--- config.mk ---
export PLATFORM = sky130hd
export DESIGN_NAME = player_unit_flat
export DESIGN_NICKNAME = d
export VERILOG_FILES = /design/src/rtl/game_pkg.sv /design/src/rtl/player_unit_if.sv /design/src/rtl/tick_gen.sv /design/src/rtl/player_unit.sv /design/src/flat_wrapper.sv
export SDC_FILE = /design/constraint.sdc
export NUM_CORES = 1
export LEC_CHECK = 0
export ABC_AREA = 0
export BUFFER_PORTS_ARGS = -buffer_cell sky130_fd_sc_hd__buf_4
export CAP_MARGIN = 20
export CORE_AREA = 2 2 78 154
export CTS_BUF_LIST = sky130_fd_sc_hd__clkbuf_4
export CTS_CLUSTER_DIAMETER = 30
export DETAILED_ROUTE_END_ITERATION = 8
export DIE_AREA = 0 0 80 156
export GPL_ROUTABILITY_DRIVEN = 1
export PLACE_DENSITY = 0.74
export SLEW_MARGIN = 30
export SYNTH_ARGS = -nofsm -noshare
export SYNTH_HDL_FRONTEND = slang
export SYNTH_SLANG_ARGS = --single-unit
--- constraint.sdc ---
create_clock -name clk -period 3 [get_ports clk]
set_clock_uncertainty 0.1 [all_clocks]
set_input_delay 0.45 -clock clk [delete_from_list [all_inputs] [get_ports clk]]
set_output_delay 0.45 -clock clk [all_outputs]
set_load 0.05 [all_outputs]
--- src/rtl/game_pkg.sv ---
`default_nettype none
// ============================================================================
// game_pkg: opcodes, direction and life-state types shared by game-core blocks
// Rev 1.0
// ============================================================================
package game_pkg;

  localparam logic [3:0] OP_NOP     = 4'h0;
  localparam logic [3:0] OP_HEAL    = 4'h1;
  localparam logic [3:0] OP_DAMAGE  = 4'h2;
  localparam logic [3:0] OP_ATK_ADD = 4'h3;
  localparam logic [3:0] OP_ATK_SET = 4'h4;
  localparam logic [3:0] OP_MOVE    = 4'h5;
  localparam logic [3:0] OP_HP_SET  = 4'h6;
  localparam logic [3:0] OP_REVIVE  = 4'h7;

  typedef enum logic [1:0] {
    DIR_UP    = 2'd0,
    DIR_LEFT  = 2'd1,
    DIR_DOWN  = 2'd2,
    DIR_RIGHT = 2'd3
  } dir_t;

  typedef enum logic [1:0] {
    ST_ALIVE  = 2'd0,
    ST_INVULN = 2'd1,
    ST_DEAD   = 2'd2
  } life_t;

endpackage
`default_nettype wire

--- src/rtl/player_unit_if.sv ---
`default_nettype none
// ============================================================================
// player_unit_if: instruction strobe bus into the player block
// Rev 1.0
// ============================================================================
interface player_unit_if;
  logic [15:0] instruction;
  logic        instr_valid;

  modport master (output instruction, output instr_valid);
  modport slave  (input  instruction, input  instr_valid);
endinterface
`default_nettype wire

--- src/rtl/tick_gen.sv ---
`default_nettype none
// ============================================================================
// tick_gen: free-running prescaler, one-cycle tick every MOVE_DIV clocks
// Rev 1.0
// ============================================================================
module tick_gen #(
  parameter int MOVE_DIV = 5_000_000
) (
  input  logic clk,
  input  logic rst_n,
  output logic tick
);

  localparam int CNT_W = (MOVE_DIV > 1) ? $clog2(MOVE_DIV) : 1;
  localparam logic [CNT_W-1:0] LAST = CNT_W'(MOVE_DIV - 1);

  logic [CNT_W-1:0] count;

  always_ff @(posedge clk or negedge rst_n) begin
    if (!rst_n) begin
      count <= '0;
    end else if (count == LAST) begin
      count <= '0;
    end else begin
      count <= count + 1'b1;
    end
  end

  assign tick = (count == LAST);

endmodule
`default_nettype wire

--- src/rtl/player_unit.sv ---
`default_nettype none
// ============================================================================
// player_unit: decodes game instructions into HP/attack/position with a life FSM
// Optional invincibility frames with PLAYER_IFRAME_EN.  Rev 1.0
// ============================================================================
module player_unit
  import game_pkg::*;
#(
  parameter int COORD_W      = 8,
  parameter int HP_W         = 8,
  parameter int ATK_W        = 8,
  parameter int HP_MAX       = 100,
  parameter int HP_INIT      = 50,
  parameter int ATK_INIT     = 10,
  parameter int ARENA_W      = 200,
  parameter int ARENA_H      = 200,
  parameter int SIZE         = 16,
  parameter int SPEED        = 10,
  parameter int START_X      = 100,
  parameter int START_Y      = 100,
  parameter int MOVE_DIV     = 5_000_000,
  parameter int IFRAME_TICKS = 10
) (
  input  logic                 clk,
  input  logic                 rst_n,
  player_unit_if.slave         cmd,
  output logic [2*COORD_W-1:0] position,
  output logic [HP_W-1:0]      hp,
  output logic [ATK_W-1:0]     atk,
  output logic [7:0]           size,
  output logic                 is_dead,
  output logic                 invuln,
  output logic                 hit_pulse,
  output logic [31:0]          state
);

  localparam int HW = ((HP_W > 8) ? HP_W : 8) + 1;
  localparam int AW = ((ATK_W > 8) ? ATK_W : 8) + 1;
  localparam int CW = COORD_W + 1;
  localparam logic [HW-1:0] HP_CAP  = HW'(HP_MAX);
  localparam logic [AW-1:0] ATK_CAP = AW'({ATK_W{1'b1}});
  localparam logic signed [CW-1:0] STEP = CW'(SPEED);
  localparam logic signed [CW-1:0] X_LO = CW'(SIZE / 2);
  localparam logic signed [CW-1:0] X_HI = CW'(ARENA_W - SIZE / 2);
  localparam logic signed [CW-1:0] Y_LO = CW'(SIZE / 2);
  localparam logic signed [CW-1:0] Y_HI = CW'(ARENA_H - SIZE / 2);

`ifdef PLAYER_IFRAME_EN
  localparam int IF_W = (IFRAME_TICKS > 0) ? $clog2(IFRAME_TICKS + 1) : 1;
  logic [IF_W-1:0] iframe_cnt;
`else
  localparam int unused_iframe_ticks = IFRAME_TICKS;
  assign invuln = 1'b0;
`endif

  logic [3:0]         opc;
  logic [7:0]         operand;
  logic               unused_rsvd;
  logic               tick;
  life_t              life;
  logic [COORD_W-1:0] pos_x, pos_y;
  logic               pend_vld;
  dir_t               pend_dir;

  logic [HW-1:0]      heal_sum;
  logic [HP_W-1:0]    heal_val, dmg_val, hpset_val;
  logic               dmg_lethal;
  logic [AW-1:0]      atk_sum;
  logic [ATK_W-1:0]   atk_add_val;
  logic               mv_new;
  dir_t               mv_dir;
  logic [COORD_W-1:0] nx, ny;

  assign opc         = cmd.instruction[15:12];
  assign operand     = cmd.instruction[11:4];
  assign unused_rsvd = ^cmd.instruction[3:0];

  tick_gen #(.MOVE_DIV(MOVE_DIV)) u_tick (
    .clk   (clk),
    .rst_n (rst_n),
    .tick  (tick)
  );

  // Signed one-bit-wider arithmetic keeps a step below 0 from wrapping before the clamp.
  function automatic logic [COORD_W-1:0] step_clamp(
    input logic [COORD_W-1:0]  c,
    input logic                dec,
    input logic signed [CW-1:0] lo,
    input logic signed [CW-1:0] hi
  );
    logic signed [CW-1:0] v;
    v = dec ? ($signed({1'b0, c}) - STEP) : ($signed({1'b0, c}) + STEP);
    if (v < lo)      v = lo;
    else if (v > hi) v = hi;
    return v[COORD_W-1:0];
  endfunction

  always_comb begin
    heal_sum    = HW'(hp) + HW'(operand);
    heal_val    = (heal_sum > HP_CAP) ? HP_W'(HP_MAX) : heal_sum[HP_W-1:0];
    hpset_val   = (HW'(operand) > HP_CAP) ? HP_W'(HP_MAX) : HP_W'(operand);
    dmg_lethal  = (HW'(operand) >= HW'(hp));
    dmg_val     = hp - HP_W'(operand);
    atk_sum     = AW'(atk) + AW'(operand);
    atk_add_val = (atk_sum > ATK_CAP) ? {ATK_W{1'b1}} : atk_sum[ATK_W-1:0];
    mv_new      = cmd.instr_valid && (opc == OP_MOVE) && (operand[7:2] == 6'd0)
                  && (life != ST_DEAD);
    mv_dir      = mv_new ? dir_t'(operand[1:0]) : pend_dir;
    nx          = pos_x;
    ny          = pos_y;
    case (mv_dir)
      DIR_UP:   ny = step_clamp(pos_y, 1'b1, Y_LO, Y_HI);
      DIR_LEFT: nx = step_clamp(pos_x, 1'b1, X_LO, X_HI);
      DIR_DOWN: ny = step_clamp(pos_y, 1'b0, Y_LO, Y_HI);
      default:  nx = step_clamp(pos_x, 1'b0, X_LO, X_HI);
    endcase
  end

  always_ff @(posedge clk or negedge rst_n) begin
    if (!rst_n) begin
      life      <= ST_ALIVE;
      hp        <= HP_W'(HP_INIT);
      atk       <= ATK_W'(ATK_INIT);
      pos_x     <= COORD_W'(START_X);
      pos_y     <= COORD_W'(START_Y);
      pend_vld  <= 1'b0;
      pend_dir  <= DIR_UP;
      is_dead   <= 1'b0;
      hit_pulse <= 1'b0;
`ifdef PLAYER_IFRAME_EN
      invuln     <= 1'b0;
      iframe_cnt <= '0;
`endif
    end else begin
      hit_pulse <= 1'b0;
      if (cmd.instr_valid && (opc == OP_ATK_ADD)) atk <= atk_add_val;
      if (cmd.instr_valid && (opc == OP_ATK_SET)) atk <= ATK_W'(operand);

      // A MOVE arriving on the tick cycle bypasses the pending register.
      if (life == ST_DEAD) begin
        pend_vld <= 1'b0;
      end else if (tick) begin
        pend_vld <= 1'b0;
        if (mv_new || pend_vld) begin
          pos_x <= nx;
          pos_y <= ny;
        end
      end else if (mv_new) begin
        pend_vld <= 1'b1;
        pend_dir <= dir_t'(operand[1:0]);
      end

`ifdef PLAYER_IFRAME_EN
      if ((life == ST_INVULN) && tick) begin
        if (iframe_cnt <= IF_W'(1)) begin
          life       <= ST_ALIVE;
          invuln     <= 1'b0;
          iframe_cnt <= '0;
        end else begin
          iframe_cnt <= iframe_cnt - 1'b1;
        end
      end
`endif

      if (cmd.instr_valid) begin
        case (opc)
          OP_HEAL: if (life != ST_DEAD) hp <= heal_val;
          OP_DAMAGE: if ((life == ST_ALIVE) && (operand != 8'd0)) begin
            hp        <= dmg_lethal ? '0 : dmg_val;
            hit_pulse <= 1'b1;
            if (dmg_lethal) begin
              life    <= ST_DEAD;
              is_dead <= 1'b1;
            end
`ifdef PLAYER_IFRAME_EN
            else begin
              life       <= ST_INVULN;
              invuln     <= 1'b1;
              iframe_cnt <= IF_W'(IFRAME_TICKS);
            end
`endif
          end
          OP_HP_SET: begin
            hp <= hpset_val;
            if (hpset_val == '0) begin
              life    <= ST_DEAD;
              is_dead <= 1'b1;
`ifdef PLAYER_IFRAME_EN
              invuln  <= 1'b0;
`endif
            end else if (life == ST_DEAD) begin
              life    <= ST_ALIVE;
              is_dead <= 1'b0;
            end
          end
          OP_REVIVE: if (life == ST_DEAD) begin
            hp      <= HP_W'(HP_INIT);
            pos_x   <= COORD_W'(START_X);
            pos_y   <= COORD_W'(START_Y);
            life    <= ST_ALIVE;
            is_dead <= 1'b0;
          end
          default: ;
        endcase
      end
    end
  end

  assign position = {pos_x, pos_y};
  assign size     = 8'(SIZE);
  assign state    = {8'(hp), 8'(atk), 8'(pos_x), 8'(pos_y)};

endmodule
`default_nettype wire
--- src/flat_wrapper.sv ---
// flat-port wrapper written by rule: the top's interface ports become plain ports
module player_unit_flat import game_pkg::*;
#(
  parameter int COORD_W      = 8,
  parameter int HP_W         = 8,
  parameter int ATK_W        = 8,
  parameter int HP_MAX       = 100,
  parameter int HP_INIT      = 50,
  parameter int ATK_INIT     = 10,
  parameter int ARENA_W      = 200,
  parameter int ARENA_H      = 200,
  parameter int SIZE         = 16,
  parameter int SPEED        = 10,
  parameter int START_X      = 100,
  parameter int START_Y      = 100,
  parameter int MOVE_DIV     = 5_000_000,
  parameter int IFRAME_TICKS = 10
)
  (clk, rst_n, position, hp, atk, size, is_dead, invuln, hit_pulse, state, cmd_instruction, cmd_instr_valid);
  player_unit_if cmd_i ();
  input  logic clk;
  input  logic rst_n;
  output logic [2*COORD_W-1:0] position;
  output logic [HP_W-1:0] hp;
  output logic [ATK_W-1:0] atk;
  output logic [7:0] size;
  output logic is_dead;
  output logic invuln;
  output logic hit_pulse;
  output logic [31:0] state;
  input wire logic [$bits(cmd_i.instruction)-1:0] cmd_instruction;
  input wire logic [$bits(cmd_i.instr_valid)-1:0] cmd_instr_valid;
  assign cmd_i.instruction = cmd_instruction;
  assign cmd_i.instr_valid = cmd_instr_valid;
  player_unit #(.COORD_W(COORD_W), .HP_W(HP_W), .ATK_W(ATK_W), .HP_MAX(HP_MAX), .HP_INIT(HP_INIT), .ATK_INIT(ATK_INIT), .ARENA_W(ARENA_W), .ARENA_H(ARENA_H), .SIZE(SIZE), .SPEED(SPEED), .START_X(START_X), .START_Y(START_Y), .MOVE_DIV(MOVE_DIV), .IFRAME_TICKS(IFRAME_TICKS)) u_core (.clk(clk), .rst_n(rst_n), .cmd(cmd_i), .position(position), .hp(hp), .atk(atk), .size(size), .is_dead(is_dead), .invuln(invuln), .hit_pulse(hit_pulse), .state(state));
endmodule
### Word level (Yosys, flattened, before mapping)

Cells that the tools add are included.

| storage, ports and cells | value |
|---|---|
| register bits | 62 |
| word-level logic and storage cells | 118 |
| input port bits | 19 |
| output and inout bits | 75 |

| operators by class | value |
|---|---|
| $lt $le $gt $ge | 12 |
| equal/unequal tests | 16 |
| bitwise gates (word level) | 2 |
| muxes and demuxes | 50 |
| reductions and logical operators | 20 |
| add/sub/neg operators | 8 |

Operators with widths:

| operator | number |
|---|---|
| two-way mux 8 bit | 29 |
| greater-than comparator 9 bit, second input constant | 4 |
| less-than comparator 9 x 5 -> 1 bit, second input constant | 4 |
| case mux 8 bit (2 select lines) | 2 |
| case mux 8 bit (4 select lines) | 1 |
| adder 23 x 1 -> 23 bit, second input constant | 1 |
| equality test 23 bit, second input constant | 1 |
| two-way mux 23 bit | 1 |
| adder 8 x 4 -> 9 bit, second input constant | 2 |
| adder 8 x 8 -> 9 bit | 2 |
| subtractor 8 x 4 -> 9 bit, second input constant | 2 |
| equality test 4 x 3 -> 1 bit, second input constant | 4 |
| two-way mux 1 bit | 10 |
| two-way mux 2 bit | 5 |
| greater-than comparator 9 x 7 -> 1 bit, second input constant | 1 |
| greater-than comparator 9 x 8 -> 1 bit, second input constant | 1 |
| equality test 4 x 2 -> 1 bit, second input constant | 2 |
| >= comparator 8 bit | 1 |
| greater-than comparator 8 x 7 -> 1 bit, second input constant | 1 |
| logical NOT 8 bit | 1 |
| inequality test 2 x 1 -> 1 bit, second input constant | 4 |
| nonzero test 8 bit | 1 |
| subtractor 8 bit | 1 |
| logical AND 1 bit | 6 |
| other kinds (17) | 21 |

### Logic depth before layout (Yosys ltp)

| depth | value |
|---|---|
| depth after elaboration | 14 |
| gate-level depth with buffers | 10 |
| gate-level depth less buffers | 10 |

### Modules after synthesis

Synthesis repeated with hierarchy kept, for this count alone.

| second synthesis, totals | value |
|---|---|
| cell total of the unflattened synthesis | 662 |
| area total of the unflattened synthesis | 5,429.0 sq um |

Modules (own cells, without submodules):

| module | sequential area each (sq um) | area each (sq um) | times used | cells each |
|---|---|---|---|---|
| player_unit | 989.7 | 4,321.6 | 1 | 553 |
| tick_gen | 575.6 | 1,107.3 | 1 | 109 |

### Worst setup path before layout

No wires, ideal clock.

| timing path | value |
|---|---|
| path kind | reg-to-reg |
| start point | register u_core.pos_y[2] |
| end point | register u_core.pos_y[4] |
| clock period less this slack | 2.873 ns |
| stages on the path, launching flop included | 10 |
| slack | 0.127 ns |
| buffers on the path | 1 |
| arrival time | 2.632 ns |
| data required time | 2.758 ns |
| library setup time | 0.142 ns |
| path through | dfstp_2 > clkbuf_1 > inv_1 > ha_1 > nor2b_1 > or4b_1 > a221oi_1 > a221oi_1 > a22oi_1 > o22ai_1 |

| on the way | value |
|---|---|
| cells in the longest elaborated chain, start to end | 11 |
| elaborated cells between the ends (all ways) | 17 |
| those cells by class | add/sub (2); order compare (4); mux (11) |

RTL lines:

| what | line | RTL |
|---|---|---|
| start, declared | player_unit.sv:61 | `logic [COORD_W-1:0] pos_x, pos_y;` |
| start signal, assigned | player_unit.sv:125 | `pos_y <= COORD_W'(START_Y);` |
| start signal, assigned | player_unit.sv:146 | `pos_y <= ny;` |
| start signal, assigned | player_unit.sv:199 | `pos_y <= COORD_W'(START_Y);` |
| adder 8 x 4 -> 9 bit or subtractor 8 x 4 -> 9 bit (tied branches) | -- |  |
| greater-than comparator 9 bit | player_unit.sv:94 | `else if (v > hi) v = hi;` |
| two-way mux 8 bit | player_unit.sv:94 |  |
| two-way mux 8 bit | player_unit.sv:93 | `if (v < lo) v = lo;` |
| case mux 8 bit (2 select lines) (*) | player_unit.sv:111 | `case (mv_dir)` |
| two-way mux 8 bit (*) | player_unit.sv:144 | `if (mv_new \|\| pend_vld) begin` |
| two-way mux 8 bit (*) | player_unit.sv:142 | `end else if (tick) begin` |
| two-way mux 8 bit (*) | player_unit.sv:140 | `if (life == ST_DEAD) begin` |
| two-way mux 8 bit | player_unit.sv:196 | `OP_REVIVE: if (life == ST_DEAD) begin` |
| two-way mux 8 bit | player_unit.sv:166 | `case (opc)` |
| two-way mux 8 bit (*) | player_unit.sv:165 | `if (cmd.instr_valid) begin` |

Every way passes the cells marked *; elsewhere a longest branch is shown, timed or not.
A chain may end at the register's enable or synchronous reset.

### Worst setup path in the final report

| timing path | value |
|---|---|
| start point | register u_core.hp[2] |
| end point | register u_core.hp[4] |

| on the way | value |
|---|---|
| cells in the longest elaborated chain, start to end | 5 |
| elaborated cells between the ends (all ways) | 9 |
| those cells by class | add/sub (2); order compare (2); mux (5) |

RTL lines:

| what | line | RTL |
|---|---|---|
| start, declared | player_unit.sv:28 | `output logic [HP_W-1:0] hp,` |
| start signal, assigned | player_unit.sv:122 | `hp <= HP_W'(HP_INIT);` |
| start signal, assigned | player_unit.sv:167 | `OP_HEAL: if (life != ST_DEAD) hp <= heal_val;` |
| start signal, assigned | player_unit.sv:169 | `hp <= dmg_lethal ? '0 : dmg_val;` |
| adder 8 x 8 -> 9 bit | player_unit.sv:99 | `heal_sum = HW'(hp) + HW'(operand);` |
| greater-than comparator 9 x 7 -> 1 bit | player_unit.sv:100 | `heal_val = (heal_sum > HP_CAP) ? HP_W'(HP_MAX) : heal_sum[HP_W-1:0];` |
| two-way mux 8 bit | player_unit.sv:100 |  |
| two-way mux 8 bit | player_unit.sv:167 |  |
| case mux 8 bit (4 select lines) (*) | player_unit.sv:166 |  |

Every way passes the cells marked *; elsewhere a longest branch is shown, timed or not. The select of a mux whose other input is x is not followed.

==> flow_summary.ini <==
[sta]
slew_violations = 0
final.setup.tns_ns = 0
worst_pin_slew_ns = 0.8911
fin_hold_ws_ns = -0.006173
slew_headroom = 0.3906
hold_viol_final = 3
unrepaired_setup_endpoints_after_global_routing = no
setup_viol = 0
post-route-min-period_ns = 2.827
final_min_period_over_clock_period = 0.9424
maxClockFrequency_mhz = 353.7

[cts]
cts_inserted_buffers = 9
clk_transition_reported_paths_ns = 0.12
ctsRootBufferMaster = clkbuf_4
htreeDepth = 3
tritoncts_num_sinks = 62
tritoncts = built
cts_max_path_buffers = 2
postCtsSetupBuffers = 0
clk_latency_ns = 0.42

[hold_path]
hold_class = in -> async

[grt]
grt_use_total = 0.2789
grt.overflow.total = 0
antenna_found_initial = 1
grt_start_max_net_pins = 63
grt_pass1_wl_um = 27280
number_of_global_route_vias_before_repair = 5621

[pwr]
fraction_of_power_consumed_by_sequential_logic = 0.261
vdd.ir_drop.worst_mv = 0.7162
power_density_nw_per_um2 = 727.6
pwr-share-clk = 0.127
internal_power_uw = 2254
power.switching_uw = 2455
cellLeakagePower_uw = 0.002841
combinationalPowerShare = 0.612
sw_frac_of_total = 0.5214

[synth]
yosys_register_bits = 62
synth_cells = 687
synth_top_area_cell = dfrtp_1
syn_area_um2 = 5728
synth_ff_type = dfrtp_1
ys_warn_count = 0
seq_area_frac_synth = 0.2733
synth_top_cell_area_share = 0.2228
synthTopCellsByArea = dfrtp_1 (22%), ha_1 (6.8%), buf_4 (5.6%)
synth_edf_count = 0
post_synth_num_cell_types = 86
synth-async-reset-ratio = 1.000
synthesized_area_per_cell_um2 = 8.338

[setup_path]
end_kind = register
crit_chain = ha_1, nor2b_1, a2111oi_2, buf_4, o41a_1, nor3_1, buf_4, o221ai_1, a31oi_1
slowest_stage = dfrtp_1
start_kind = register
critical-path-max-stage-delay_ns = 0.47
worst-setup-path-type = reg -> reg
crit_fanout = 5
worst_ep_arrival_time_ns = 3.08
worst-endpoint-required_ns = 3.25
critPathMostFrequentCell = buf_4

[floorplanning]
start_util = 0.5075
fp.dieW_um = 80
top_level_ports = 94
placeableCoreArea_um2 = 11290
floorplan.rows = 55
die_h_um = 156
die_area_um2 = 12480

[detailed_routing]
number_of_vias_in_the_routed_layout = 5652
first_iter_violations = 356
drt-vias-per-instance = 6.329
detail_route.wirelength_um = 17200
detailed_routing_iterations_pass_1 = 7
antenna_violating_nets_post_route = 0
route.detailed.drc = 0
route.detailed.wl_per_inst_um = 19.26

[status]
run_status = finished with violations
violations = negative hold slack

[final_layout]
layout-drive-gt1-share = 0.2293
area_growth_pct = 13.00
fin_util = 0.5735
layout.nets = 798

[placement]
port_buffers = 80
hpwlAfterDp_um = 13550
routability_congestion = 0.9513

[flow_run]
drv_cap = 0
[Yosys cell counts (all sizes together), types with 5 or more instances]
library cell and count:
a21o 7, and3 10, xor2 22, clkbuf 21, a211oi 8, o21a 10, o22ai 11, nand4 19
or3 11, nand3 25, and2 5, ha 31, o21ai 41, o32ai 6, a31oi 8, dfrtp 51
xnor2 18, nand2b 13, a21oi 39, nor4 6, nor2 63, a211o 5, nor2b 16, or2 6
a22oi 5, o211ai 6, nor3 19, inv 24, dfstp 11, buf 51, nand2 38, mux2i 5
[final cells by class]
class / count / area, µm²
clock buffers: 10 / 75.07
flip-flops and latches: 62 / 1565
multi-input cells: 536 / 3660
well taps: 142 / 177.7
repair buffers: 112 / 840.8
clock inverters: 6 / 61.31
fillers: 1054 / 4813
diodes: 1 / 2.502
inverters: 24 / 90.09
[state kept, by name (all words and copies together), names as in the netlist]
signal and flops:
u_core.atk 8, u_core.hp 8, u_core.life 2, u_core.hit_pulse 1
u_core.pend_vld 1, u_core.is_dead 1, u_core.pos_x 8, u_core.pos_y 8
u_core.u_tick.count 23, u_core.pend_dir 2
[kinds of logic after synthesis]
family | synth area share
simple gates | 0.2506
compound gates | 0.2291
buf+inv | 0.09371
flops | 0.2733
xor+xnor | 0.06116
fa+ha+maj | 0.07820
mux | 0.01267
other cells | 0.001311
[timing repair]
| item | in CTS | in global routing |
|---|---|---|
| resized for setup | 0 | 1 |
| setup endpoints to repair | 0 | 1 |
| endpoints found under the hold margin | 0 | 0 |
| hold buffers | 0 | 0 |
[routing by layer]
layer / GRT usage / wire (µm)
met1: 0.2608 / 5564
met2: 0.5405 / 9798
met3: 0.03704 / 744
met4: 0.1751 / 1092
met5: 0 / 0
[cell usage in the layout, fill, tap and decap left out, drive strengths merged, types with 6 or more instances in the layout]
master	count
or3	11
o211ai	6
conb	9
nor2	63
dfrtp	51
dfstp	11
a211oi	8
nand2	38
xor2	22
o21a	10
a21o	7
o21ai	41
and3	10
or2	6
ha	31
nand4	19
nand3	25
nor3	19
a31oi	8
inv	25
nand2b	13
o32ai	6
a21oi	39
buf	112
nor4	6
nor2b	16
o22ai	11
clkbuf	10
xnor2	18
[worst paths after layout]
| kind | depth (start not counted) | end | start | slack, ns |
|---|---|---|---|---|
| min in group clk | 3 | u_core.hit_pulse | cmd_instr_valid | 0.22 |
| min reg2reg | 1 | u_core.u_tick.count[0] | u_core.u_tick.count[0] | 0.40 |
| max | 9 | u_core.hp[4] | u_core.hp[2] | 0.17 |
| max in group asynchronous | 1 | u_core.pos_x[0] | rst_n | 2.27 |
| min | 1 | u_core.u_tick.count[0] | rst_n | -0.006 |
| max reg2reg | 9 | u_core.hp[4] | u_core.hp[2] | 0.17 |
[through the flow]
step / power, µW / hold WS (ns) / area (µm²) / std cells / setup slack, ns
3_3_place_gp: 4055 / 0.3720 / 6326 / 876 / 0.1465
3_5_place_dp: 4099 / 0.3872 / 6326 / 876 / 0.09893
6_report: 4710 / -0.006173 / 6472 / 893 / 0.1728
5_1_grt: 4962 / 0.04979 / 6472 / 893 / 0.04785
4_1_cts: 4706 / 0.01063 / 6462 / 892 / 0.2157
2_1_floorplan: 3380 / 0.05441 / 5754 / 694 / 0.1267
[power groups by stage]
stage               clock network [µW]  logic (µW)  registers, µW
global placement                     0        2830           1220
global route                       642        3070           1260
floorplan                            0        1830           1550
detailed placement                   0        2860           1240
finish                             597        2880           1230
CTS                                607        2870           1220
[critical path: cells and delay by family, from the launching register on]
kind | cells | cell delay [ns]
AOI/OAI and AO/OA | 4 | 0.89
and+or+nand+nor | 2 | 0.57
DFF | 1 | 0.47
adders and majority gates | 1 | 0.37
buffers and inverters | 2 | 0.36
Power figures use the tool's default switching activity.
